<file path="src/rtl/cache_refill_engine.sv">
// Refill stage behind the prefetching cache: queues demand misses and prefetches,
// merges duplicates, runs one backing-memory read at a time and returns fill pulses.
module cache_refill_engine #(
    parameter int ADDR_WIDTH  = 8,
    parameter int DATA_WIDTH  = 32,
    parameter int QUEUE_DEPTH = 4
) (
    input  logic                  clk,
    input  logic                  reset,
    input  logic                  miss_valid,
    input  logic [ADDR_WIDTH-1:0] miss_addr,
    output logic                  miss_ready,
    input  logic                  pf_valid,
    input  logic [ADDR_WIDTH-1:0] pf_addr,
    output logic                  pf_dropped,
    output logic                  mem_req_valid,
    output logic [ADDR_WIDTH-1:0] mem_req_addr,
    input  logic                  mem_req_ready,
    input  logic                  mem_resp_valid,
    input  logic [DATA_WIDTH-1:0] mem_resp_data,
    output logic                  fill_valid,
    output logic [ADDR_WIDTH-1:0] fill_addr,
    output logic [DATA_WIDTH-1:0] fill_data,
    output logic                  fill_is_pf,
    output logic                  busy
);

    localparam int PTR_W = (QUEUE_DEPTH > 1) ? $clog2(QUEUE_DEPTH) : 1;
    localparam int CNT_W = PTR_W + 1;

    typedef enum logic [1:0] {
        S_IDLE,
        S_REQ,
        S_WAIT,
        S_FILL
    } state_t;

    state_t                  state;
    state_t                  state_next;

    logic [ADDR_WIDTH-1:0]   q_addr [QUEUE_DEPTH];
    logic [QUEUE_DEPTH-1:0]  q_pf;
    logic [QUEUE_DEPTH-1:0]  q_pf_next;
    logic [PTR_W-1:0]        rd_ptr;
    logic [PTR_W-1:0]        wr_ptr;
    logic [PTR_W-1:0]        pf_idx;
    logic [CNT_W-1:0]        count;
    logic [CNT_W-1:0]        push_cnt;

    logic [ADDR_WIDTH-1:0]   inflight_addr;
    logic [DATA_WIDTH-1:0]   resp_data_q;
    logic                    pf_dropped_q;

    logic [QUEUE_DEPTH-1:0]  entry_valid;
    logic [QUEUE_DEPTH-1:0]  miss_hit_vec;
    logic [QUEUE_DEPTH-1:0]  pf_hit_vec;
    logic                    miss_fire;
    logic                    miss_push;
    logic                    pf_merge;
    logic                    pf_room;
    logic                    pf_push;
    logic                    pf_drop;
    logic                    pop;

    // The in-flight request stays at the queue head, so matching against the
    // live queue entries also covers the outstanding address.
    always_comb begin
        entry_valid  = '0;
        miss_hit_vec = '0;
        pf_hit_vec   = '0;
        for (int i = 0; i < QUEUE_DEPTH; i++) begin
            entry_valid[i]  = ({1'b0, PTR_W'(i) - rd_ptr}) < count;
            miss_hit_vec[i] = entry_valid[i] && (q_addr[i] == miss_addr);
            pf_hit_vec[i]   = entry_valid[i] && (q_addr[i] == pf_addr);
        end
    end

    always_comb begin
        miss_fire = miss_valid && miss_ready;
        miss_push = miss_fire && !(|miss_hit_vec);
        pf_merge  = (miss_fire && (pf_addr == miss_addr)) || (|pf_hit_vec);
        pf_room   = (count + CNT_W'(miss_push)) < CNT_W'(QUEUE_DEPTH);
        pf_push   = pf_valid && !pf_merge && pf_room;
        pf_drop   = pf_valid && !pf_merge && !pf_room;
        pop       = (state == S_FILL);
        push_cnt  = CNT_W'(miss_push) + CNT_W'(pf_push);
        pf_idx    = miss_push ? (wr_ptr + PTR_W'(1)) : wr_ptr;

        q_pf_next = q_pf;
        if (miss_fire) begin
            q_pf_next = q_pf_next & ~miss_hit_vec;
        end
        if (miss_push) begin
            q_pf_next[wr_ptr] = 1'b0;
        end
        if (pf_push) begin
            q_pf_next[pf_idx] = 1'b1;
        end
    end

    always_ff @(posedge clk or posedge reset) begin
        if (reset) begin
            for (int i = 0; i < QUEUE_DEPTH; i++) begin
                q_addr[i] <= '0;
            end
            q_pf         <= '0;
            rd_ptr       <= '0;
            wr_ptr       <= '0;
            count        <= '0;
            pf_dropped_q <= 1'b0;
        end else begin
            q_pf         <= q_pf_next;
            pf_dropped_q <= pf_drop;
            if (miss_push) begin
                q_addr[wr_ptr] <= miss_addr;
            end
            if (pf_push) begin
                q_addr[pf_idx] <= pf_addr;
            end
            wr_ptr <= wr_ptr + PTR_W'(push_cnt);
            rd_ptr <= rd_ptr + PTR_W'(pop);
            count  <= count + push_cnt - CNT_W'(pop);
        end
    end

    always_ff @(posedge clk or posedge reset) begin
        if (reset) begin
            state         <= S_IDLE;
            inflight_addr <= '0;
            resp_data_q   <= '0;
        end else begin
            state <= state_next;
            if (state == S_IDLE && count != '0) begin
                inflight_addr <= q_addr[rd_ptr];
            end
            if (state == S_WAIT && mem_resp_valid) begin
                resp_data_q <= mem_resp_data;
            end
        end
    end

    always_comb begin
        state_next = state;
        unique case (state)
            S_IDLE:  if (count != '0)    state_next = S_REQ;
            S_REQ:   if (mem_req_ready)  state_next = S_WAIT;
            S_WAIT:  if (mem_resp_valid) state_next = S_FILL;
            S_FILL:                      state_next = S_IDLE;
            default:                     state_next = S_IDLE;
        endcase
    end

    // A demand merging into the head during its fill cycle turns it into a demand fill.
    always_comb begin
        miss_ready    = (count != CNT_W'(QUEUE_DEPTH));
        mem_req_valid = (state == S_REQ);
        mem_req_addr  = mem_req_valid ? inflight_addr : '0;
        fill_valid    = (state == S_FILL);
        fill_addr     = fill_valid ? inflight_addr : '0;
        fill_data     = fill_valid ? resp_data_q : '0;
        fill_is_pf    = fill_valid && q_pf[rd_ptr] && !(miss_fire && miss_hit_vec[rd_ptr]);
        busy          = (count != '0) || (state != S_IDLE);
        pf_dropped    = pf_dropped_q;
    end

endmodule

</file>
<file path="config.mk">
export PLATFORM = sky130hd
export DESIGN_NAME = cache_refill_engine
export DESIGN_NICKNAME = d
export VERILOG_FILES = /design/src/rtl/cache_refill_engine.sv
export SDC_FILE = /design/constraint.sdc
export NUM_CORES = 1
export LEC_CHECK = 0
export ABC_AREA = 1
export CAP_MARGIN = 20
export CORE_MARGIN = 3
export CORE_UTILIZATION = 60
export DETAILED_ROUTE_END_ITERATION = 16
export GPL_TIMING_DRIVEN = 0
export HOLD_SLACK_MARGIN = 0.05
export PLACE_DENSITY = 0.84
export SLEW_MARGIN = 40
export SYNTH_ARGS = -nofsm -noshare
export SYNTH_HDL_FRONTEND = slang
export SYNTH_SLANG_ARGS = --single-unit
</file>
<file path="constraint.sdc">
create_clock -name clk -period 8.5 [get_ports clk]
set_input_delay 1.7 -clock clk [delete_from_list [all_inputs] [get_ports clk]]
set_output_delay 1.7 -clock clk [all_outputs]
set_load 0.1 [all_outputs]
</file>
==> flow_metrics.py <==
metrics = {
    "global_routing": {
        "grt_pass1_wl_microns": 34900,
        "antenna_found_initial": 0,
        "grt_pass1_vias": 6479,
        "grt_max_degree": 46,
        "grt-ovfl-total": 0,
        "grtUsageTotal_pct": 35.8,
    },
    "logic_synthesis": {
        "synth_ff_type": "dfrtp_1",
        "synth-async-reset-ratio_pct": 100,
        "synth_cell_types": 35,
        "synth.most_common_cell": "nand2_1",
        "synth_nets": 1076,
        "synth_area_leader_cell": "dfrtp_1",
        "synth_top_area_share_pct": 31.4,
        "synth_edf_count": 0,
        "postSynthAreaPerCell_sq_um": 6.84,
        "synthTopCellsByArea": "dfrtp_1 31%, nand2_1 18%, inv_1 8.4%, nand3_1 6.2%, mux2_2 5.4%",
        "synth_seq_cells": 86,
        "postSynthCellCount": 1002,
        "yosysWarnings": 0,
        "ys_seq_area_share_pct": 31.4,
        "synthTopCellsByCount": "336 x nand2_1, 154 x inv_1, 86 x dfrtp_1, 85 x nand3_1, 44 x nor2_1",
        "netlist_area_sq_um": 6850,
    },
    "floorplan": {
        "num_rows": 38,
        "core-area_sq_um": 11000,
        "dieArea_sq_um": 12700,
        "die_h_microns": 113,
        "io_pins": 108,
        "die_x_microns": 113,
        "start_util_pct": 62.4,
    },
    "worst_setup_path": {
        "critPathMostFrequentCell": "nand2_1",
        "cp_slowest_cell": "clkdlybuf4s50_1",
        "critPathMaxFanout": 10,
        "slowest_delay_ns": 0.54,
        "arrival_ns": 3.64,
        "end_kind": "output pin",
        "critPathKind": "primary input to output pin",
        "critical-path-top-delay-family": "buffers and inverters",
        "crit_required_ns": 6.80,
        "critPathLaunchType": "primary input",
        "path_buf_inv": 4,
        "path_cells": "clkdlybuf4s50_1, buf_6, inv_2, nand2_1, nand2_1, nor2_1, nand3_1, nor2_1, nand2_1, nand3_1, a21oi_1, buf_2",
    },
    "routing": {
        "ant_nets": 0,
        "wl_microns": 22300,
        "vias": 6958,
        "drc": 0,
        "avgRoutedWirePerCell_microns": 17.8,
        "first_pass_iters": 5,
        "vias_per_cell": 5.55,
        "drt-initial-drc-count": 803,
    },
    "worst_hold_path": {
        "worstHoldPathType": "register to register",
    },
    "placement": {
        "port_buffers": 95,
        "gp_congestion": 1.02,
        "pre_cts_slack_ns": 3.11,
        "dp_hpwl_microns": 15800,
    },
    "cts": {
        "htreeDepth": 3,
        "ctsResizeCount": 0,
        "cts_tree": "done",
        "postCtsSetupBuffers": 0,
        "root_buffer": "clkbuf_16",
        "cts_buffer_depth": 2,
        "worstSkewPairLatency_ns": 0.36,
        "clk_pin_slew_worst_paths_ns": 0.06,
        "cts_hold_buf": 0,
        "cts_made_buffers": 9,
        "cts_sinks": 86,
    },
    "sta": {
        "rsz0062_at_grt": "no",
        "finClkSkew_ns": 0.0131,
        "final_hold_viol_count": 0,
        "setup_ws_ns": 3.16,
        "worst_slew_pin_slew_ns": 0.746,
        "tns_ns": 0,
        "period_share_pct": 62.8,
        "slew_viol_final": 0,
        "period_minus_slack_ns": 5.34,
        "setup_violations": 0,
        "slew_headroom_pct": 50.2,
        "fmax_ghz": 0.187,
    },
    "layout": {
        "nets": 1183,
        "fillerInstances": 946,
        "fin_util_pct": 73.1,
        "layout-drive-gt1-share_pct": 15.4,
        "syn_to_final_growth_pct": 17.1,
        "n_antenna_cell": 0,
    },
    "status": {
        "outcome": "completed",
    },
    "job": {
        "max-cap-violations": 0,
    },
}
[path summary, 6_finish.rpt]
kind,slack (ns),cells past startpoint,start,end
min,0.50,1,resp_data_q[16],resp_data_q[16]
min in group asynchronous,1.73,2,reset,resp_data_q[20]
min reg2reg,0.50,1,resp_data_q[16],resp_data_q[16]
max,3.16,12,miss_addr[0],fill_is_pf
max reg2reg,3.77,24,rd_ptr[0],count[2]
max in group asynchronous,6.20,3,reset,q_addr[28]
[metrics by stage]
step	instances	hold slack, ns	cell area (sq um)
2_1_floorplan	1002	0.479	6850
3_3_place_gp	1237	0.486	7980
3_5_place_dp	1238	0.492	7750
4_1_cts	1254	0.507	8020
5_1_grt	1254	0.516	8030
6_report	1254	0.505	8030
[cell type report]
class / count / area (sq um) / area share (%)
Clock buffer: 10 / 239 / 2.98
Multi-Input combinational cell: 699 / 3760 / 46.8
Sequential cell: 86 / 2150 / 26.8
Timing Repair Buffer: 96 / 708 / 8.82
Inverter: 165 / 624 / 7.78
Clock inverter: 6 / 36.3 / 0.452
Buffer: 52 / 335 / 4.18
Tap cell: 140 / 175 / 2.18
[state kept, by name, indices dropped and copies added, names as in the netlist]
name           cells
pf_dropped         1
rd_ptr             2
wr_ptr             2
count              3
state              2
q_pf               4
inflight_addr      8
q_addr            32
resp_data_q       32
[per-layer routing]
metal / wire [microns] / track usage (%) / up-vias
li1: - / - / 3339
met1: 8860 / 47.8 / 3099
met2: 9410 / 50.8 / 424
met3: 2940 / 12.5 / 96
met4: 1090 / 19.5 / 0
met5: 0 / 0 / -
[layout by cell type, fill, tap and decap left out, types with 15 or more instances in the layout]
| master | Yosys | routed |
|---|---|---|
| nand2_1 | 336 | 336 |
| inv_1 | 154 | 153 |
| dfrtp_1 | 86 | 86 |
| nand3_1 | 85 | 85 |
| buf_2 | 15 | 69 |
| nor2_1 | 44 | 42 |
| clkdlybuf4s50_1 | 0 | 41 |
| o21ai_0 | 39 | 39 |
| mux2_2 | 33 | 33 |
| o21bai_1 | 32 | 32 |
| xor2_1 | 20 | 20 |
| ha_1 | 19 | 19 |
| a21oi_1 | 17 | 17 |
| clkbuf_1 | 15 | 15 |
| nand4_1 | 15 | 15 |
[kinds of logic after synthesis]
kind of cell	synth area share [%]
multiplexers	5.42
adder cells (fa/ha/maj)	3.76
flip-flops	31.4
buffers and inverters	13.9
XOR/XNOR	4.09
AND/OR/NAND/NOR	31.7
AO/OA/AOI/OAI	9.71
Power is left out: the tool's default activity adds up to more than one toggle a clock period on the data nets, which glitch-free logic cannot reach.
